<file path="config.mk">
export PLATFORM = sky130hd
export DESIGN_NAME = aux_cmd_engine
export DESIGN_NICKNAME = d
export VERILOG_FILES = /design/src/rtl/aux_cmd_engine.sv
export SDC_FILE = /design/constraint.sdc
export NUM_CORES = 1
export LEC_CHECK = 0
export CORE_ASPECT_RATIO = 1.1
export CORE_MARGIN = 2
export CORE_UTILIZATION = 39
export CTS_CLUSTER_SIZE = 14
export DETAILED_ROUTE_END_ITERATION = 6
export GPL_ROUTABILITY_DRIVEN = 0
export HOLD_SLACK_MARGIN = 0.08
export PLACE_DENSITY = 0.65
export REMOVE_ABC_BUFFERS = 1
export SLEW_MARGIN = 20
export SYNTH_ARGS = -nofsm -noshare
export SYNTH_HDL_FRONTEND = slang
export SYNTH_SLANG_ARGS = --single-unit
export TNS_END_PERCENT = 5
</file>
<file path="constraint.sdc">
create_clock -name clk -period 5 [get_ports clk]
set_input_delay 1 -clock clk [delete_from_list [all_inputs] [get_ports clk]]
set_output_delay 1 -clock clk [all_outputs]
set_load 0.02 [all_outputs]
</file>
<file path="src/rtl/aux_cmd_engine.sv">
// Host auxiliary-channel command initiator: fetches command words, runs register bursts, returns responses.
// Define AUX_CMD_CHECKSUM_EN to append an XOR trailer word to every command's response.
module aux_cmd_engine #(
    parameter int REG_RD_LATENCY = 1
) (
    input  logic        clk,
    input  logic        reset,
    output logic        aux_read_req,
    output logic        aux_write_req,
    output logic [31:0] aux_data_write,
    input  logic [31:0] aux_data_read,
    output logic [16:0] aux_address,
    input  logic        aux_busy,
    output logic [15:0] reg_addr,
    output logic [31:0] reg_wdata,
    output logic        reg_we,
    output logic        reg_re,
    input  logic [31:0] reg_rdata,
    output logic        cmd_done,
    output logic        cmd_error
);

    typedef enum logic [3:0] {
        IDLE, HDR_WAIT, DECODE, DAT_REQ, DAT_WAIT, REG_WR, ECHO, RD_REG,
        RD_WAIT, ACK, ERR, CSUM, TX_REQ, TX_WAIT, FIN
    } state_t;

    localparam logic [7:0] OP_WRITE = 8'h57;
    localparam logic [7:0] OP_READ  = 8'h52;

`ifdef AUX_CMD_CHECKSUM_EN
    localparam state_t POST_RESP = CSUM;
`else
    localparam state_t POST_RESP = FIN;
`endif

    state_t      state, state_n, ret, ret_n;
    logic [31:0] hdr, hdr_n;
    logic [7:0]  idx, idx_n;
    logic [2:0]  lat, lat_n;
    logic        err, err_n;
    logic        rd_req_n, wr_req_n;
    logic [31:0] dw_n, wdata_n;
    logic [15:0] addr_n;
    logic [7:0]  cnt;
    logic        last, cap, rd_done, wr_done;

    assign cnt         = hdr[23:16];
    assign last        = (idx + 8'd1) == cnt;
    assign cap         = (lat == 3'(REG_RD_LATENCY));
    // The registered request is high during its own cycle, so completion ignores that cycle.
    assign rd_done     = !aux_read_req && !aux_busy;
    assign wr_done     = !aux_write_req && !aux_busy;
    assign aux_address = '0;
    assign reg_we      = (state == REG_WR);
    assign reg_re      = (state == RD_REG);
    assign cmd_done    = (state == FIN);
    assign cmd_error   = (state == FIN) && err;

`ifdef AUX_CMD_CHECKSUM_EN
    logic [31:0] csum;

    always_ff @(posedge clk or posedge reset) begin
        if (reset)
            csum <= '0;
        else if (state == IDLE)
            csum <= '0;
        else if (state == ECHO || state == ACK || state == ERR || (state == RD_WAIT && cap))
            csum <= csum ^ dw_n;
    end
`endif

    always_ff @(posedge clk or posedge reset) begin
        if (reset) begin
            state          <= IDLE;
            ret            <= IDLE;
            hdr            <= '0;
            idx            <= '0;
            lat            <= '0;
            err            <= 1'b0;
            aux_read_req   <= 1'b0;
            aux_write_req  <= 1'b0;
            aux_data_write <= '0;
            reg_addr       <= '0;
            reg_wdata      <= '0;
        end else begin
            state          <= state_n;
            ret            <= ret_n;
            hdr            <= hdr_n;
            idx            <= idx_n;
            lat            <= lat_n;
            err            <= err_n;
            aux_read_req   <= rd_req_n;
            aux_write_req  <= wr_req_n;
            aux_data_write <= dw_n;
            reg_addr       <= addr_n;
            reg_wdata      <= wdata_n;
        end
    end

    always_comb begin
        state_n  = state;
        ret_n    = ret;
        hdr_n    = hdr;
        idx_n    = idx;
        lat_n    = lat;
        err_n    = err;
        rd_req_n = 1'b0;
        wr_req_n = 1'b0;
        dw_n     = aux_data_write;
        addr_n   = reg_addr;
        wdata_n  = reg_wdata;
        case (state)
            IDLE: begin
                idx_n = '0;
                lat_n = '0;
                err_n = 1'b0;
                if (!aux_busy) begin
                    rd_req_n = 1'b1;
                    state_n  = HDR_WAIT;
                end
            end
            HDR_WAIT: begin
                if (rd_done) begin
                    hdr_n   = aux_data_read;
                    state_n = DECODE;
                end
            end
            DECODE: begin
                addr_n = hdr[15:0];
                if (cnt == 8'd0)
                    state_n = ERR;
                else if (hdr[31:24] == OP_WRITE)
                    state_n = DAT_REQ;
                else if (hdr[31:24] == OP_READ)
                    state_n = ECHO;
                else
                    state_n = ERR;
            end
            DAT_REQ: begin
                if (!aux_busy) begin
                    rd_req_n = 1'b1;
                    state_n  = DAT_WAIT;
                end
            end
            DAT_WAIT: begin
                if (rd_done) begin
                    wdata_n = aux_data_read;
                    state_n = REG_WR;
                end
            end
            REG_WR: begin
                idx_n   = idx + 8'd1;
                addr_n  = reg_addr + 16'd1;
                state_n = last ? ACK : DAT_REQ;
            end
            ECHO: begin
                dw_n    = {OP_READ, cnt, hdr[15:0]};
                ret_n   = RD_REG;
                state_n = TX_REQ;
            end
            RD_REG: begin
                lat_n   = 3'd1;
                state_n = RD_WAIT;
            end
            RD_WAIT: begin
                if (cap) begin
                    dw_n    = reg_rdata;
                    idx_n   = idx + 8'd1;
                    addr_n  = reg_addr + 16'd1;
                    ret_n   = last ? POST_RESP : RD_REG;
                    state_n = TX_REQ;
                end else begin
                    lat_n = lat + 3'd1;
                end
            end
            ACK: begin
                dw_n    = {8'hAC, cnt, hdr[15:0]};
                ret_n   = POST_RESP;
                state_n = TX_REQ;
            end
            ERR: begin
                dw_n    = {8'hEE, hdr[23:0]};
                err_n   = 1'b1;
                ret_n   = POST_RESP;
                state_n = TX_REQ;
            end
`ifdef AUX_CMD_CHECKSUM_EN
            CSUM: begin
                dw_n    = csum;
                ret_n   = FIN;
                state_n = TX_REQ;
            end
`endif
            TX_REQ: begin
                if (!aux_busy) begin
                    wr_req_n = 1'b1;
                    state_n  = TX_WAIT;
                end
            end
            TX_WAIT: begin
                if (wr_done)
                    state_n = ret;
            end
            FIN:     state_n = IDLE;
            default: state_n = IDLE;
        endcase
    end

endmodule

</file>
==> impl_metrics.env, run 1 <==
export IMPL_status="completed"
export IMPL_nNetsFinal=814
export IMPL_avgSynthCellArea_um2=10.8
export IMPL_min_path_cells=1
export IMPL_cts_tree="built"
export IMPL_vdd_drop_max_mv=0.316
export IMPL_max_cap_viol_count=0
export IMPL_routed_via_count=5076
export IMPL_reg2reg_depth=6
export IMPL_grt_total_usage_pct=18.6
export IMPL_synth_seq_cells=133
export IMPL_dr_first_iter_drc_count=325
export IMPL_syn_area_um2=6540
export IMPL_leakage_nw=3.58
export IMPL_grt_pass1_vias=5193
export IMPL_crit_slowest_cell="dfrtp_1"
export IMPL_cp_arrival_ns=2.50
export IMPL_synth_main_ff_cell="dfrtp_1"
export IMPL_dr_pass1_iters=5
export IMPL_min_path_type="register to register"
export IMPL_die_h_um=140
export IMPL_grt_pass1_wl_um=26200
export IMPL_synth_area_leaders="dfrtp_1 51%, mux2_2 11%, a21oi_1 4.4%"
export IMPL_worst_pin_slew_ns=1.01
export IMPL_worstReg2RegStart="state[0]"
export IMPL_antenna_found_initial=0
export IMPL_multi_input_area_um2=2930
export IMPL_wl_per_cell_um=16.8
export IMPL_start_kind="register"
export IMPL_p_per_area_nw_per_um2=707
export IMPL_min_delay_start="aux_data_write[31]"
export IMPL_setup_viol=0
export IMPL_globalRouteOverflowTotal=0
export IMPL_relSlewSlack_pct=32.5
export IMPL_maxSlewViolCount=0
export IMPL_io_buffers=152
export IMPL_final_common_cell="clkdlybuf4s50_1"
export IMPL_clkLatencyLatePin_ns=0.42
export IMPL_seqCellArea_um2=3330
export IMPL_fmax_mhz=286
export IMPL_io_pins=170
export IMPL_critPathMaxStageDelay_ns=0.74
export IMPL_yosysTopAreaCellShare_pct=50.9
export IMPL_clk_pin_slew_ns=0.06
export IMPL_final_hold_violation_count=0
export IMPL_synth_edff_count=0
export IMPL_r2r_end="reg_addr[14]"
export IMPL_coreArea_um2=16400
export IMPL_syn_inst=605
export IMPL_cts_htree_levels=4
export IMPL_ys_types=61
export IMPL_crit_start="state[2]"
export IMPL_fin_skew_ns=0.00978
export IMPL_crit_buf_inv=2
export IMPL_fillers=1425
export IMPL_async_reset_ff_share_pct=100
export IMPL_start_util_pct=40.0
export IMPL_endpoint_kind="output pin"
export IMPL_drtAntennaViolNets=0
export IMPL_path_class="register to output pin"
export IMPL_antenna_cells=0
export IMPL_dp_hpwl_um=11300
export IMPL_ctsHoldBuffers=0
export IMPL_r2r_setup_slack_ns=2.13
export IMPL_cts_buffers=17
export IMPL_die_area_um2=17800
export IMPL_grt_max_degree=118
export IMPL_cts_sinks=133
export IMPL_yosys_warnings=0
export IMPL_fin_setup_tns_ns=0
export IMPL_period_share_pct=70.0
export IMPL_hold_end="aux_data_write[31]"
export IMPL_clock_root_buffer="clkbuf_16"
export IMPL_cp_top_family="buffers and inverters"
export IMPL_seq_area_frac_synth_pct=50.9
export IMPL_cp_max_fo=19
export IMPL_routed_wl_um=16100
export IMPL_crit_chain="inv_1 -> nor3_1 -> and2_1 -> clkdlybuf4s50_1"
export IMPL_area_delta_synth_final_pct=33.8
export IMPL_num_rows=49
export IMPL_rsz0062_at_grt="no"
export IMPL_via_per_inst=5.29
export IMPL_hold_ws_ns=0.487
export IMPL_final_cell_mix="152 x clkdlybuf4s50_1, 133 x dfrtp_1, 65 x mux2_2, 58 x a21oi_1, 57 x nor2_1"
export IMPL_synth_top_area_cell="dfrtp_1"
export IMPL_worst_ep_required_time_ns=4.00
export IMPL_die_x_um=127
export IMPL_cts_setup_buffers=0
export IMPL_clockBufferDepth=2
export IMPL_post_cts_resized=0
export IMPL_fin_crit_ns=3.50
export IMPL_drc=0
export IMPL_drive_gt1_share_pct=15.7
## worst max-delay path by stage
stage	cells past startpoint	slack (ns)	end
detailed placement	4	1.81	hdr[4]
CTS	4	1.49	cmd_error
finish	4	1.50	cmd_error
floorplan	4	0.13	ret[3]
global route	4	1.35	cmd_error
global placement	4	1.87	reg_wdata[4]
## cell type report
type,instances,area share [%]
Clock inverter,13,2.07
Clock buffer,19,5.06
Tap cell,204,2.92
Inverter,10,0.515
Multi-Input combinational cell,424,33.5
Sequential cell,133,38.0
Timing Repair Buffer,157,17.9
## flip-flops by register name (all words and copies together), names as in the netlist
register / flops
reg_addr: 16
aux_data_write: 32
hdr: 32
aux_read_req: 1
idx: 8
err: 1
state: 4
lat: 3
ret: 3
reg_wdata: 32
aux_write_req: 1
## metal layers
layer | wire length [um] | vias to the layer above | track usage (%)
li1 | - | 2415 | -
met3 | 894 | 22 | 5.07
met4 | 392 | 0 | 8.44
met1 | 7020 | 2475 | 23.4
met2 | 7840 | 164 | 30.0
met5 | 0 | - | 0
## stage by stage
| step | setup WS, ns | power, mW | utilization [%] | std cells | instance area [um^2] |
|---|---|---|---|---|---|
| 2_1_floorplan | 0.132 | 3.69 | - | 567 | 6260 |
| 3_3_place_gp | 1.87 | 4.79 | 49.5 | 927 | 8100 |
| 3_5_place_dp | 1.81 | 4.88 | 49.5 | 927 | 8100 |
| 4_1_cts | 1.49 | 6.22 | 53.3 | 959 | 8720 |
| 5_1_grt | 1.35 | 6.58 | 53.4 | 960 | 8750 |
| 6_report | 1.50 | 6.18 | 53.4 | 960 | 8750 |
## power breakdown
part | total, mW | switching [mW] | internal [mW]
Combinational | 2.84 | 1.46 | 1.38
Sequential | 2.03 | 0.453 | 1.58
Clock | 1.31 | 0.467 | 0.845
## Yosys cell counts (7+ instances only)
| master | n |
|---|---|
| o21ai_0 | 26 |
| buf_2 | 20 |
| nor4_1 | 7 |
| nand2b_1 | 10 |
| a31oi_1 | 7 |
| mux2_2 | 65 |
| buf_4 | 21 |
| a21oi_1 | 58 |
| clkbuf_1 | 8 |
| nor2_1 | 57 |
| nand2_1 | 35 |
| o22ai_1 | 7 |
| mux2i_1 | 26 |
| o2bb2ai_1 | 7 |
| dfrtp_1 | 133 |
| nand3_1 | 8 |
| inv_1 | 8 |
| and3_1 | 7 |
## worst register-to-register path, delay by kind of cell (launching register included)
kind / cells / cell delay, ns
simple gates: 3 / 1.32
compound gates: 2 / 0.18
buf+inv: 1 / 0.50
flops: 1 / 0.72
## logic make-up (layout without fill, tap and decap cells)
group	after synthesis	after routing	share of synthesized area, %
AND/OR/NAND/NOR	163	163	12.5
AO/OA/AOI/OAI	136	136	12.8
flip-flops	133	133	50.9
multiplexers	93	93	15.6
buffers and inverters	64	199	5.84
XOR/XNOR	11	11	1.47
adder cells (fa/ha/maj)	4	4	0.765
other	1	17	0.0573
(Power assumes the default switching activity.)
==> inputs of run 2 (changes only) <==
==> constraint.sdc (replaced) <==
create_clock -name clk -period 3.4 [get_ports clk]
set_input_delay 0.68 -clock clk [delete_from_list [all_inputs] [get_ports clk]]
set_output_delay 0.68 -clock clk [all_outputs]
set_load 0.02 [all_outputs]
==> impl_metrics.env, run 2 (same netlist as run 1, synthesis figures left out) <==
export IMPL_status="completed"
export IMPL_swShare_pct=39.3
export IMPL_dr_first_iter_drc_count=348
export IMPL_post_cts_resized=0
export IMPL_clkLatencyLatePin_ns=0.42
export IMPL_cts_sinks=133
export IMPL_leakage_nw=3.61
export IMPL_crit_buf_inv=2
export IMPL_period_share_pct=93.0
export IMPL_combinationalPowerShare_pct=47.3
export IMPL_critPathMaxStageDelay_ns=0.74
export IMPL_min_path_cells=1
export IMPL_die_area_um2=17800
export IMPL_seqCellArea_um2=3330
export IMPL_coreArea_um2=16400
export IMPL_final_hold_violation_count=0
export IMPL_vdd_drop_max_mv=0.433
export IMPL_io_pins=170
export IMPL_cts_buffers=17
export IMPL_crit_path_end="cmd_error"
export IMPL_rsz0062_at_grt="no"
export IMPL_routed_wl_um=16700
export IMPL_fin_skew_ns=0.00807
export IMPL_reg2reg_depth=5
export IMPL_drc=0
export IMPL_cts_setup_buffers=0
export IMPL_reg_largest_list="aux_data_write: 32 flops, hdr: 32 flops, reg_wdata: 32 flops"
export IMPL_fin_cells=969
export IMPL_start_util_pct=40.0
export IMPL_dr_pass1_iters=4
export IMPL_final_core_util_pct=53.6
export IMPL_r2r_setup_slack_ns=0.96
export IMPL_cp_arrival_ns=2.48
export IMPL_fin_crit_ns=3.16
export IMPL_ctsHoldBuffers=0
export IMPL_grt_pass1_wl_um=27500
export IMPL_endpoint_kind="output pin"
export IMPL_cp_max_fo=19
export IMPL_clk_pin_slew_ns=0.06
export IMPL_final_common_cell="clkdlybuf4s50_1"
export IMPL_power_clock_fraction_pct=19.8
export IMPL_worst_pin_slew_ns=0.660
export IMPL_crit_chain="inv_1 -> nor3_1 -> and2_1 -> clkdlybuf4s50_1"
export IMPL_setup_viol=0
export IMPL_clock_root_buffer="clkbuf_16"
export IMPL_final_cell_mix="152 x clkdlybuf4s50_1, 133 x dfrtp_1, 65 x mux2_2, 58 x a21oi_1, 57 x nor2_1"
export IMPL_seq_power_share_pct=32.9
export IMPL_crit_slowest_cell="dfrtp_1"
export IMPL_multi_input_area_um2=2920
export IMPL_path_class="register to output pin"
export IMPL_crit_start="state[2]"
export IMPL_relSlewSlack_pct=56.0
export IMPL_antenna_found_initial=0
export IMPL_drtAntennaViolNets=0
export IMPL_clockBufferDepth=2
export IMPL_wl_per_cell_um=17.2
export IMPL_drive_gt1_share_pct=16.7
export IMPL_p_per_area_nw_per_um2=1030
export IMPL_cts_htree_levels=4
export IMPL_antenna_cells=0
export IMPL_start_kind="register"
export IMPL_max_cap_viol_count=0
export IMPL_worstReg2RegStart="state[1]"
export IMPL_r2r_end="reg_addr[9]"
export IMPL_routed_via_count=5169
export IMPL_worst_ep_required_time_ns=2.72
export IMPL_switchingPower_mw=3.54
export IMPL_die_h_um=140
export IMPL_grt_max_degree=64
export IMPL_fillers=1395
export IMPL_cts_tree="built"
export IMPL_io_buffers=152
export IMPL_grt_pass1_vias=5227
export IMPL_num_rows=49
export IMPL_nNetsFinal=823
export IMPL_fmax_mhz=316
export IMPL_area_delta_synth_final_pct=34.2
export IMPL_dpl_cell_count=937
export IMPL_p_int_mw=5.48
export IMPL_dp_hpwl_um=11900
export IMPL_maxSlewViolCount=0
export IMPL_globalRouteOverflowTotal=0
export IMPL_cp_depth=4
export IMPL_cp_top_family="buffers and inverters"
export IMPL_min_path_type="register to register"
export IMPL_grt_total_usage_pct=19.7
export IMPL_die_x_um=127
export IMPL_via_per_inst=5.33
==> run 2: worst min-delay path by stage <==
stage	from	to	slack (ns)
after global placement	aux_data_write[31]	aux_data_write[31]	0.48
after CTS	idx[7]	idx[7]	0.50
final	aux_data_write[31]	aux_data_write[31]	0.49
after detailed placement	idx[7]	idx[7]	0.49
after global routing	hdr[30]	hdr[30]	0.52
after floorplan	ret[2]	ret[2]	0.46
==> run 2: power groups by stage <==
| stage | registers (mW) | logic, mW | clock network [mW] |
|---|---|---|---|
| 3_3_place_gp | 2.95 | 4.19 | 0 |
| 3_5_place_dp | 2.98 | 4.28 | 0 |
| 2_1_floorplan | 3.43 | 2.00 | 0 |
| 5_1_grt | 3.08 | 4.64 | 1.91 |
| 4_1_cts | 2.97 | 4.31 | 1.83 |
| 6_report | 2.97 | 4.27 | 1.79 |
==> run 2: layout make-up <==
type                    instances  share of cell area [%]
flip-flops and latches        133                    37.9
inverters                      10                   0.485
multi-input cells             424                    33.3
well taps                     204                    2.91
repair buffers                166                    18.8
clock inverters                13                    1.53
clock buffers                  19                    5.05
==> run 2: metal layers <==
metal  global-route usage [%]  share of wire, %
met1                     25.7                44
met2                     31.1                47
met3                     5.46               6.2
met4                     7.52               2.3
met5                        0                 0
==> run 2: stage by stage <==
stage | instance area [um^2] | total power, mW | hold slack (ns) | setup TNS (ns) | setup slack [ns]
final | 8780 | 9.02 | 0.494 | 0 | 0.237
after global routing | 8780 | 9.64 | 0.522 | 0 | 0.0759
after CTS | 8780 | 9.11 | 0.501 | 0 | 0.225
after detailed placement | 8200 | 7.27 | 0.485 | 0 | 0.670
after global placement | 8200 | 7.14 | 0.483 | 0 | 0.701
after floorplan | 6260 | 5.43 | 0.458 | -149.78 | -1.47
==> inputs of run 3 (changes only) <==
--- a/config.mk
+++ b/config.mk
@@ -14,6 +14,7 @@
 export HOLD_SLACK_MARGIN = 0.08
 export PLACE_DENSITY = 0.65
 export REMOVE_ABC_BUFFERS = 1
+export SETUP_SLACK_MARGIN = 0.2
 export SLEW_MARGIN = 20
 export SYNTH_ARGS = -nofsm -noshare
 export SYNTH_HDL_FRONTEND = slang
==> impl_metrics.env, run 3 (same netlist as run 1, synthesis figures left out) <==
export IMPL_worst_ep_required_time_ns=2.72
export IMPL_multi_input_area_um2=2920
export IMPL_clk_pin_slew_ns=0.06
export IMPL_cp_max_fo=19
export IMPL_coreArea_um2=16400
export IMPL_maxSlewViolCount=0
export IMPL_drc=0
export IMPL_fin_skew_ns=0.00807
export IMPL_drive_gt1_share_pct=16.9
export IMPL_p_per_area_nw_per_um2=1030
export IMPL_num_rows=49
export IMPL_die_area_um2=17800
export IMPL_worst_pin_slew_ns=0.660
export IMPL_io_buffers=152
export IMPL_via_per_inst=5.33
export IMPL_die_x_um=127
export IMPL_hold_ws_ns=0.494
export IMPL_wl_met3_um=1030
export IMPL_seqCellArea_um2=3330
export IMPL_cts_buffers=17
export IMPL_dpl_cell_count=937
export IMPL_dr_wl_met2_um=7910
export IMPL_path_class="register to output pin"
export IMPL_area_delta_synth_final_pct=34.2
export IMPL_reg_largest_list="aux_data_write: 32 flops, hdr: 32 flops, reg_wdata: 32 flops"
export IMPL_dr_pass1_iters=4
export IMPL_leakage_nw=3.61
export IMPL_cts_htree_levels=4
export IMPL_clockBufferDepth=2
export IMPL_endpoint_kind="output pin"
export IMPL_routed_wl_um=16700
export IMPL_cp_arrival_ns=2.33
export IMPL_fin_cells=969
export IMPL_setup_viol=0
export IMPL_cts_sinks=133
export IMPL_antenna_cells=0
export IMPL_clock_root_buffer="clkbuf_16"
export IMPL_fin_crit_ns=3.01
export IMPL_final_cell_mix="152 x clkdlybuf4s50_1, 132 x dfrtp_1, 65 x mux2_2, 58 x a21oi_1, 57 x nor2_1"
export IMPL_wl_per_cell_um=17.2
export IMPL_wl_met1_um=7390
export IMPL_rsz0062_at_grt="no"
export IMPL_grt_total_usage_pct=19.7
export IMPL_start_util_pct=40.0
export IMPL_status="completed"
export IMPL_min_path_type="register to register"
export IMPL_critPathMaxStageDelay_ns=0.76
export IMPL_grt_pass1_vias=5227
export IMPL_clkLatencyLatePin_ns=0.42
export IMPL_start_kind="register"
export IMPL_drtAntennaViolNets=0
export IMPL_nNetsFinal=823
export IMPL_crit_chain="nand2_1 -> nor3_1 -> and2_1 -> clkdlybuf4s50_1"
export IMPL_dr_first_iter_drc_count=348
export IMPL_final_core_util_pct=53.6
export IMPL_io_pins=170
export IMPL_period_share_pct=88.5
export IMPL_die_h_um=140
export IMPL_relSlewSlack_pct=56.0
export IMPL_fillers=1395
export IMPL_cts_tree="built"
export IMPL_vdd_drop_max_mv=0.433
export IMPL_grt_max_degree=64
export IMPL_fmax_mhz=332
export IMPL_globalRouteOverflowTotal=0
export IMPL_final_common_cell="clkdlybuf4s50_1"
export IMPL_ctsHoldBuffers=0
export IMPL_highest_layer="met4"
export IMPL_grt_pass1_wl_um=27500
export IMPL_final_hold_violation_count=0
export IMPL_crit_slowest_cell="dfrtp_1"
export IMPL_antenna_found_initial=0
export IMPL_routed_via_count=5169
export IMPL_max_cap_viol_count=0
export IMPL_dp_hpwl_um=11900
## run 3: worst max-delay path: cells and delay by family (launching register included)
kind,cells,cell delay (ns)
buffers and inverters,1,0.59
DFF,1,0.76
and+or+nand+nor,3,0.55
## run 3: final cells by class
type | count | share of cell area [%]
Tap cell | 204 | 2.91
Inverter | 10 | 0.485
Multi-Input combinational cell | 424 | 33.3
Sequential cell | 133 | 37.9
Clock buffer | 19 | 5.05
Timing Repair Buffer | 166 | 18.8
Clock inverter | 13 | 1.53
## run 3: routing by layer
| layer | track usage [%] | vias to the layer above |
|---|---|---|
| met4 | 7.52 | 0 |
| met5 | 0 | - |
| li1 | - | 2434 |
| met2 | 31.1 | 173 |
| met3 | 5.46 | 24 |
| met1 | 25.7 | 2538 |
## run 3: final timing paths
check	start	endpoint	slack, ns	depth (start not counted)
max	state[1]	cmd_error	0.39	4
min	aux_data_write[31]	aux_data_write[31]	0.49	1
min reg2reg	aux_data_write[31]	aux_data_write[31]	0.49	1
min in group asynchronous	reset	aux_data_write[21]	0.71	2
max in group asynchronous	reset	hdr[11]	1.98	3
max reg2reg	state[1]	reg_addr[9]	0.96	5
## run 3: through the flow
| stage | setup TNS [ns] | total power, mW | cell area [um^2] | worst slack, ns |
|---|---|---|---|---|
| floorplan | -149.78 | 5.43 | 6260 | -1.47 |
| global placement | 0 | 7.14 | 8200 | 0.701 |
| detailed placement | 0 | 7.27 | 8200 | 0.670 |
| CTS | 0 | 9.11 | 8780 | 0.225 |
| global route | 0 | 9.64 | 8780 | 0.233 |
| finish | 0 | 9.03 | 8780 | 0.389 |
## run 3: what timing repair did
action,CTS,global route
buffers inserted,0,0
setup endpoints to repair,0,2
resized for setup,0,1
## run 3: power by group
part / internal (mW) / switching, mW / total (mW)
sequential: 2.33 / 0.646 / 2.97
combinational: 2.07 / 2.20 / 4.27
clock: 1.09 / 0.693 / 1.79
total: 5.48 / 3.54 / 9.03
